## src/rtl/id_scoreboard.sv

```systemverilog
// Purpose: register-hazard scoreboard for ID; holds an instruction while a source register is pending.
// Latency: ds_ready_go/ds_stall are combinational; counters and sb_busy update at the next posedge.
// Backpressure: ds_ready_go drops on a source or counter-saturation hazard; es_allow_in=0 only defers the fire.
module id_scoreboard #(
  parameter int AW    = 5,
  parameter int NSRC  = 2,
  parameter int CNT_W = 2
) (
  input  logic                 clk,
  input  logic                 rst_n,
  input  logic                 ds_valid,
  input  logic [NSRC*AW-1:0]   ds_src_addr,
  input  logic [NSRC-1:0]      ds_src_used,
  input  logic [AW-1:0]        ds_dest,
  input  logic                 ds_dest_we,
  input  logic                 es_allow_in,
  input  logic                 ws_we,
  input  logic [AW-1:0]        ws_waddr,
  input  logic                 flush,
  output logic                 ds_ready_go,
  output logic                 ds_stall,
  output logic [(1<<AW)-1:0]   sb_busy,
  output logic                 sb_underflow
);

  localparam int NREG = 1 << AW;
  localparam logic [CNT_W-1:0] CNT_MAX = '1;

  logic [CNT_W-1:0] cnt [NREG];
  logic             src_hz;
  logic             sat_hz;
  logic             fire;
  logic             inc_en;
  logic             ret_en;

  // Any used, non-zero source whose register still has writes in flight blocks issue.
  always_comb begin
    src_hz = 1'b0;
    for (int i = 0; i < NSRC; i++) begin
      if (ds_src_used[i] && (ds_src_addr[i*AW +: AW] != '0) &&
          (cnt[ds_src_addr[i*AW +: AW]] != '0)) begin
        src_hz = 1'b1;
      end
    end
  end

  // A writer cannot issue while its destination counter would overflow.
  assign sat_hz      = ds_dest_we && (ds_dest != '0) && (cnt[ds_dest] == CNT_MAX);
  assign ds_ready_go = ds_valid && !src_hz && !sat_hz;
  assign ds_stall    = ds_valid && !ds_ready_go;
  assign fire        = ds_valid && ds_ready_go && es_allow_in;
  assign inc_en      = fire && ds_dest_we && (ds_dest != '0);
  assign ret_en      = ws_we && (ws_waddr != '0);

  // Register 0 never matches inc_en/ret_en (both exclude address 0), so its counter stays 0.
  for (genvar r = 0; r < NREG; r++) begin : g_cnt
    localparam logic [AW-1:0] RA = AW'(r);
    logic inc_r;
    logic dec_r;
    assign inc_r = inc_en && (ds_dest == RA);
    assign dec_r = ret_en && (ws_waddr == RA);

    // Per-register in-flight count: flush clears, fire+retire on the same register cancel.
    always_ff @(posedge clk or negedge rst_n) begin
      if (!rst_n) begin
        cnt[r] <= '0;
      end else if (flush) begin
        cnt[r] <= '0;
      end else if (inc_r && !dec_r) begin
        cnt[r] <= cnt[r] + CNT_W'(1);
      end else if (dec_r && !inc_r && (cnt[r] != '0)) begin
        cnt[r] <= cnt[r] - CNT_W'(1);
      end
    end

    assign sb_busy[r] = (cnt[r] != '0);
  end

  // Sticky error flag: a retire hit a register with nothing in flight; only reset clears it.
  always_ff @(posedge clk or negedge rst_n) begin
    if (!rst_n) begin
      sb_underflow <= 1'b0;
    end else if (!flush && ret_en && (cnt[ws_waddr] == '0)) begin
      sb_underflow <= 1'b1;
    end
  end

endmodule

```

## config.mk

```make
export PLATFORM = sky130hd
export DESIGN_NAME = id_scoreboard
export DESIGN_NICKNAME = d
export VERILOG_FILES = /design/src/rtl/id_scoreboard.sv
export SDC_FILE = /design/constraint.sdc
export NUM_CORES = 1
export LEC_CHECK = 0
export CAP_MARGIN = 20
export CORE_MARGIN = 3
export CORE_UTILIZATION = 45
export DETAILED_ROUTE_END_ITERATION = 8
export PLACE_DENSITY_LB_ADDON = 0.1
export SYNTH_ARGS = -nofsm -noshare
export SYNTH_HDL_FRONTEND = slang
export SYNTH_SLANG_ARGS = --single-unit
```

## constraint.sdc

```tcl
create_clock -name clk -period 11.7 [get_ports clk]
set_input_delay 2.925 -clock clk [delete_from_list [all_inputs] [get_ports clk]]
set_output_delay 2.925 -clock clk [all_outputs]
set_load 0.01 [all_outputs]
```

# After elaboration in Yosys (flattened, before gate mapping)
# Cells that the tools add are included.
# W data, S select, Z words.
# word_totals
ff_bits,65
elab_cells,595
# op_classes
n_mux,110
bitwise_logic,4
add_sub_neg,64
n_reduce_logical,317
order_cmp,4
eq_ne,63
# op_table
operator,count
$mux W2,104
$logic_and A1 B1 Y1,176
$eq A5 B5 Y1 const B,32
$reduce_bool A3 Y1,32
$eq A5 B4 Y1 const B,16
$logic_not A1 Y1,68
$reduce_bool A2 Y1,34
$add A2 B1 Y2 const B,32
$sub A2 B1 Y2 const B,32
$bmux W2 S5,4
$eq A5 B3 Y1 const B,8
$ge A6 B6 Y1 const B,4
$not A5 Y6,4
$eq A5 B2 Y1 const B,4
$reduce_bool A5 Y1,4
$eq A5 B1 Y1 const B,2
$logic_not A5 Y1,2
$eq A2 B2 Y1 const B,1
$logic_not A2 Y1,1
$mux W1,2

# Logic depth before layout (Yosys ltp)
# depth
depth_word,22
ltp_mapped,13
depth_no_buf,10

# Worst setup path before layout
# OpenSTA, ideal clock, no wires.
# synth_path
path_kind,input port to output port
from,input port ds_src_addr[1]
to,output port ds_stall
arrival_time_ps,5188
cell_stages,7
setup_slack_ps,3587
cell_sequence,clkbuf_1 > mux2_2 > mux4_2 > a41o_1 > or4b_4 > a211oi_1 > nor2b_1
# synth_between
elab_chain_cells,13
elab_cells_between_ends,15
cone_classes,mux (5); bitwise (1); reduce/logical (9)
# synth_lines
element,line_no,text
start: declaration,12,"input logic [NSRC*AW-1:0] ds_src_addr,"
$not A5 Y6 (not written as such),41,(cnt[ds_src_addr[i*AW +: AW]] != '0)) begin
$bmux W2 S5,41,
$mux W2 (not written as such) (2 in a row),41,
$reduce_bool A2 Y1,41,
$logic_and A1 B1 Y1 *,40,if (ds_src_used[i] && (ds_src_addr[i*AW +: AW] != '0) &&
$mux W1 * (2 in a row),40,
$logic_not A1 Y1 *,49,assign ds_ready_go = ds_valid && !src_hz && !sat_hz;
$logic_and A1 B1 Y1 * (2 in a row),49,
named net ds_ready_go,20,"output logic ds_ready_go,"
$logic_not A1 Y1 *,50,assign ds_stall = ds_valid && !ds_ready_go;
$logic_and A1 B1 Y1 *,50,
end: declaration,21,"output logic ds_stall,"
# The timed path passes the listed nets; every way through them passes the cells marked *. The select of a mux whose other input is x is not followed.

# Worst setup path after layout
# layout_path
from,input port ds_src_addr[1]
to,output port ds_ready_go
# layout_between
elab_chain_cells,11
elab_cells_between_ends,13
cone_classes,mux (5); bitwise (1); reduce/logical (7)
# layout_lines
element,line_no
$not A5 Y6 (not written as such),41
$bmux W2 S5,41
$mux W2 (not written as such) (2 in a row),41
$reduce_bool A2 Y1,41
$logic_and A1 B1 Y1 *,40
$mux W1 * (2 in a row),40
$logic_not A1 Y1 *,49
$logic_and A1 B1 Y1 * (2 in a row),49
end: declaration,20
# Every way passes the cells marked *; elsewhere a longest branch is shown, timed or not. The select of a mux whose other input is x is not followed.

==> summary.txt <==
Outcome
  – Status: finished, final reports clean

Layout
  – Number of diodes: 0
  – Final Cell Area: 6580 µm²
  – Area Growth Syn to Fin: 17.7%
  – Util after Layout: 0.546
  – Final nets: 749
  – Area occupied by multi-input gates: 3620 µm²
  – Most common cell after layout, fill and taps aside: nor2_1
  – Most frequent cells in the layout: nor2_1, dfrtp_1, nand2_1
  – Ratio of cells with drive above 1 in the final layout: 0.107
  – Fill count: 1151
  – Seq. cell area: 1630 µm²

Synth
  – Ys Warns: 0
  – Count of cell types in the netlist: between 60 and 70
  – Cells after Synth: ~690
  – Flops & latches, synth: 65
  – Post-Syn Nets: 715
  – Sequential element share of the synthesized area: 0.291
  – Mapped Avg Cell Area: 8.16 µm²
  – Ys async rst share: 1.00
  – Mapped Area: 5590 µm²
  – Main flop type after synthesis: dfrtp_1
  – Post-synth EDFFs: 0

Routing
  – DRT iter0 DRCs: 565
  – Metal-1 WL: 7720 µm
  – Vias per cell: 6.32
  – Vias: 5631
  – # DRC: 0
  – DR WL/cell: 21.1 µm
  – WL met2: 9170 µm
  – Met3 WL post-DR: 1230 µm
  – Highest routed layer: met4
  – Detailed Routing Iterations Pass 1: 7
  – Antenna Nets Post-Route: 0
  – Drt total wl: 18800 µm

Run
  – Max Cap Violations: 0

Min path
  – Hold/Removal Path Class: reg2reg

CTS
  – CTS Buffer Depth: 2
  – Worst skew pair latency: 0.34 ns
  – Number of buffers created by CTS: 9
  – Cts hold-fix bufs: 0
  – CTS tree: built
  – Root Buffer: clkbuf_16
  – Clk slew on worst S/H paths: 0.06 ns
  – Post-cts resize count: 0
  – H-tree levels: 3
  – Post-CTS Setup Bufs: 0
  – Clk sink count: 65

Global route
  – Grt ovf: 0
  – Largest net degree at the start of global routing: 70
  – First-pass GRT wire length: 29800 µm
  – Vias in the first global route: 5577
  – Tot GR Track Use: 0.272
  – Initial antenna violation count: 0

STA
  – Period utilisation layout: 0.793
  – Setup slack after layout: 2.42 ns
  – Sum of negative setup slack: 0 ns
  – Final setup vio count: 0
  – Worst-Margin Slew: 0.930 ns
  – Max-slew violation count: 0
  – Slew headroom: 0.379
  – Max Clock Skew: 0.00825 ns
  – Final Critical Period: 9.28 ns
  – Fin. Hold Viols: 0
  – Max Clk Rate: roughly 110 MHz
  – Unrepaired setup endpoints after global routing: false

Setup path
  – CP Launch Type: input pin
  – Arrival time of the worst setup path: about 6.4 ns
  – Crit Path Category: in2out
  – Most used cell, CP: clkdlybuf4s50_1
  – Type of destination of the critical path: output pin
  – CP max stage delay: 0.90 ns
  – Crit path buffers/inverters: 2
  – Crit-path slowest cell: clkdlybuf4s50_1
  – Crit Path Max Fanout: 15
  – Worst-path cell chain: clkdlybuf4s50_1 -> mux2_2 -> mux4_2 -> a41o_1 -> or4b_4 -> a211oi_1 -> clkdlybuf4s50_1
  – CP Data Required Time: 8.78 ns
  – CP top delay family: buffers and inverters

Placement
  – Post-place setup slack: roughly 2.4 ns
  – Post-DP HPWL: between 10000 and 15000 µm
  – Placer Congestion: 0.874
  – I/O Buffers: 63
  – DP Area: 6260 µm²

Pwr
  – Worst IR drop on VDD: a little over 0.09 mV
  – LEAKAGE: around 2.6 nW
  – Pwr Total: 0.000582 W
  – PD cells: 88.4 nW/µm²

Floorplan
  – Rows: 40
  – Ports: 64
  – Starting Density: 0.464
  – Die X: 117 µm
  – Die H: roughly 120 µm
  – Core area: between 10000 and 15000 µm²
  – DIE AREA: 13800 µm²
==> metrics by stage <==
step                cells  hold WS (ns)
floorplan             685         0.480
global placement      875         0.451
detailed placement    875         0.465
CTS                   890         0.478
global route          891         0.497
finish                891         0.475
==> logic make-up (layout without fill, tap and decap cells) <==
kind of cell | Yosys count | in the layout | share of synthesized area
XOR/XNOR | 12 | 12 | 0.0188
adder cells (fa/ha/maj) | 1 | 1 | 0.00224
AO/OA/AOI/OAI | 196 | 196 | 0.236
buffers and inverters | 82 | 120 | 0.0613
flip-flops | 65 | 65 | 0.291
AND/OR/NAND/NOR | 296 | 296 | 0.277
multiplexers | 33 | 33 | 0.114
==> worst register-to-register path, stage by stage, from the launching register on <==
cell and delay [ns]:
dfrtp_1 0.46, or2_1 0.34, mux2_2 0.29, mux4_2 0.46, a41o_1 0.26, or4b_4 0.51
nor4_4 0.26, buf_4 0.47, or3b_1 0.45, or2_1 0.24, a21oi_1 0.17
==> path summary, 6_finish.rpt <==
path,start,endpoint,slack [ns],cells after the start
max,ds_src_addr[1],ds_ready_go,2.42,7
min,sb_underflow$_DFFE_PN0P_,sb_underflow$_DFFE_PN0P_,0.47,1
max reg2reg,cnt[8]$_DFFE_PN0P_,cnt[9]$_DFFE_PN0P_,7.70,10
min reg2reg,sb_underflow$_DFFE_PN0P_,sb_underflow$_DFFE_PN0P_,0.47,1
max in group asynchronous,rst_n,cnt[32]$_DFFE_PN0P_,8.34,2
min in group asynchronous,rst_n,cnt[2]$_DFFE_PN0P_,2.78,2
==> state kept, by name, indices dropped and copies added, names as in the netlist <==
signal,count
cnt,64
sb_underflow,1
==> layer usage <==
layer,global-route usage,up-vias
li1,-,2579
met5,0,-
met3,0.0471,58
met2,0.447,262
met4,0.130,0
met1,0.350,2732
==> final cells by class <==
| class | count | share of cell area |
|---|---|---|
| multi-input cells | 538 | 0.551 |
| flip-flops and latches | 65 | 0.247 |
| repair buffers | 70 | 0.105 |
| clock buffers | 12 | 0.0390 |
| well taps | 168 | 0.0319 |
| inverters | 35 | 0.0200 |
| clock inverters | 3 | 0.00608 |
==> synth_stat cells, drive strengths merged (8+ instances only) <==
master,count,share of area
nor2b,11,0.012
nor3b,8,0.011
buf,8,0.011
nand2b,16,0.018
inv,35,0.023
and4,9,0.014
xor2,9,0.014
nor3,17,0.015
a31oi,13,0.015
a21oi,58,0.052
clkbuf,39,0.026
or2,14,0.016
dfrtp,65,0.29
a211oi,30,0.045
and2,16,0.018
nand2,64,0.043
nand3,37,0.033
nand4,8,0.010
and3,8,0.0089
o21ai,44,0.039
a21o,8,0.011
nor2,68,0.046
mux4,24,0.097
==> power by group <==
part / switching (W) / leakage (nW) / internal [W]
combinational: 0.0000496 / 1.60 / 0.0000282
clock: 0.000102 / 0.148 / 0.000175
sequential: 0.00000117 / 0.903 / 0.000226
Note: power is estimated with default switching activity, not from simulation.
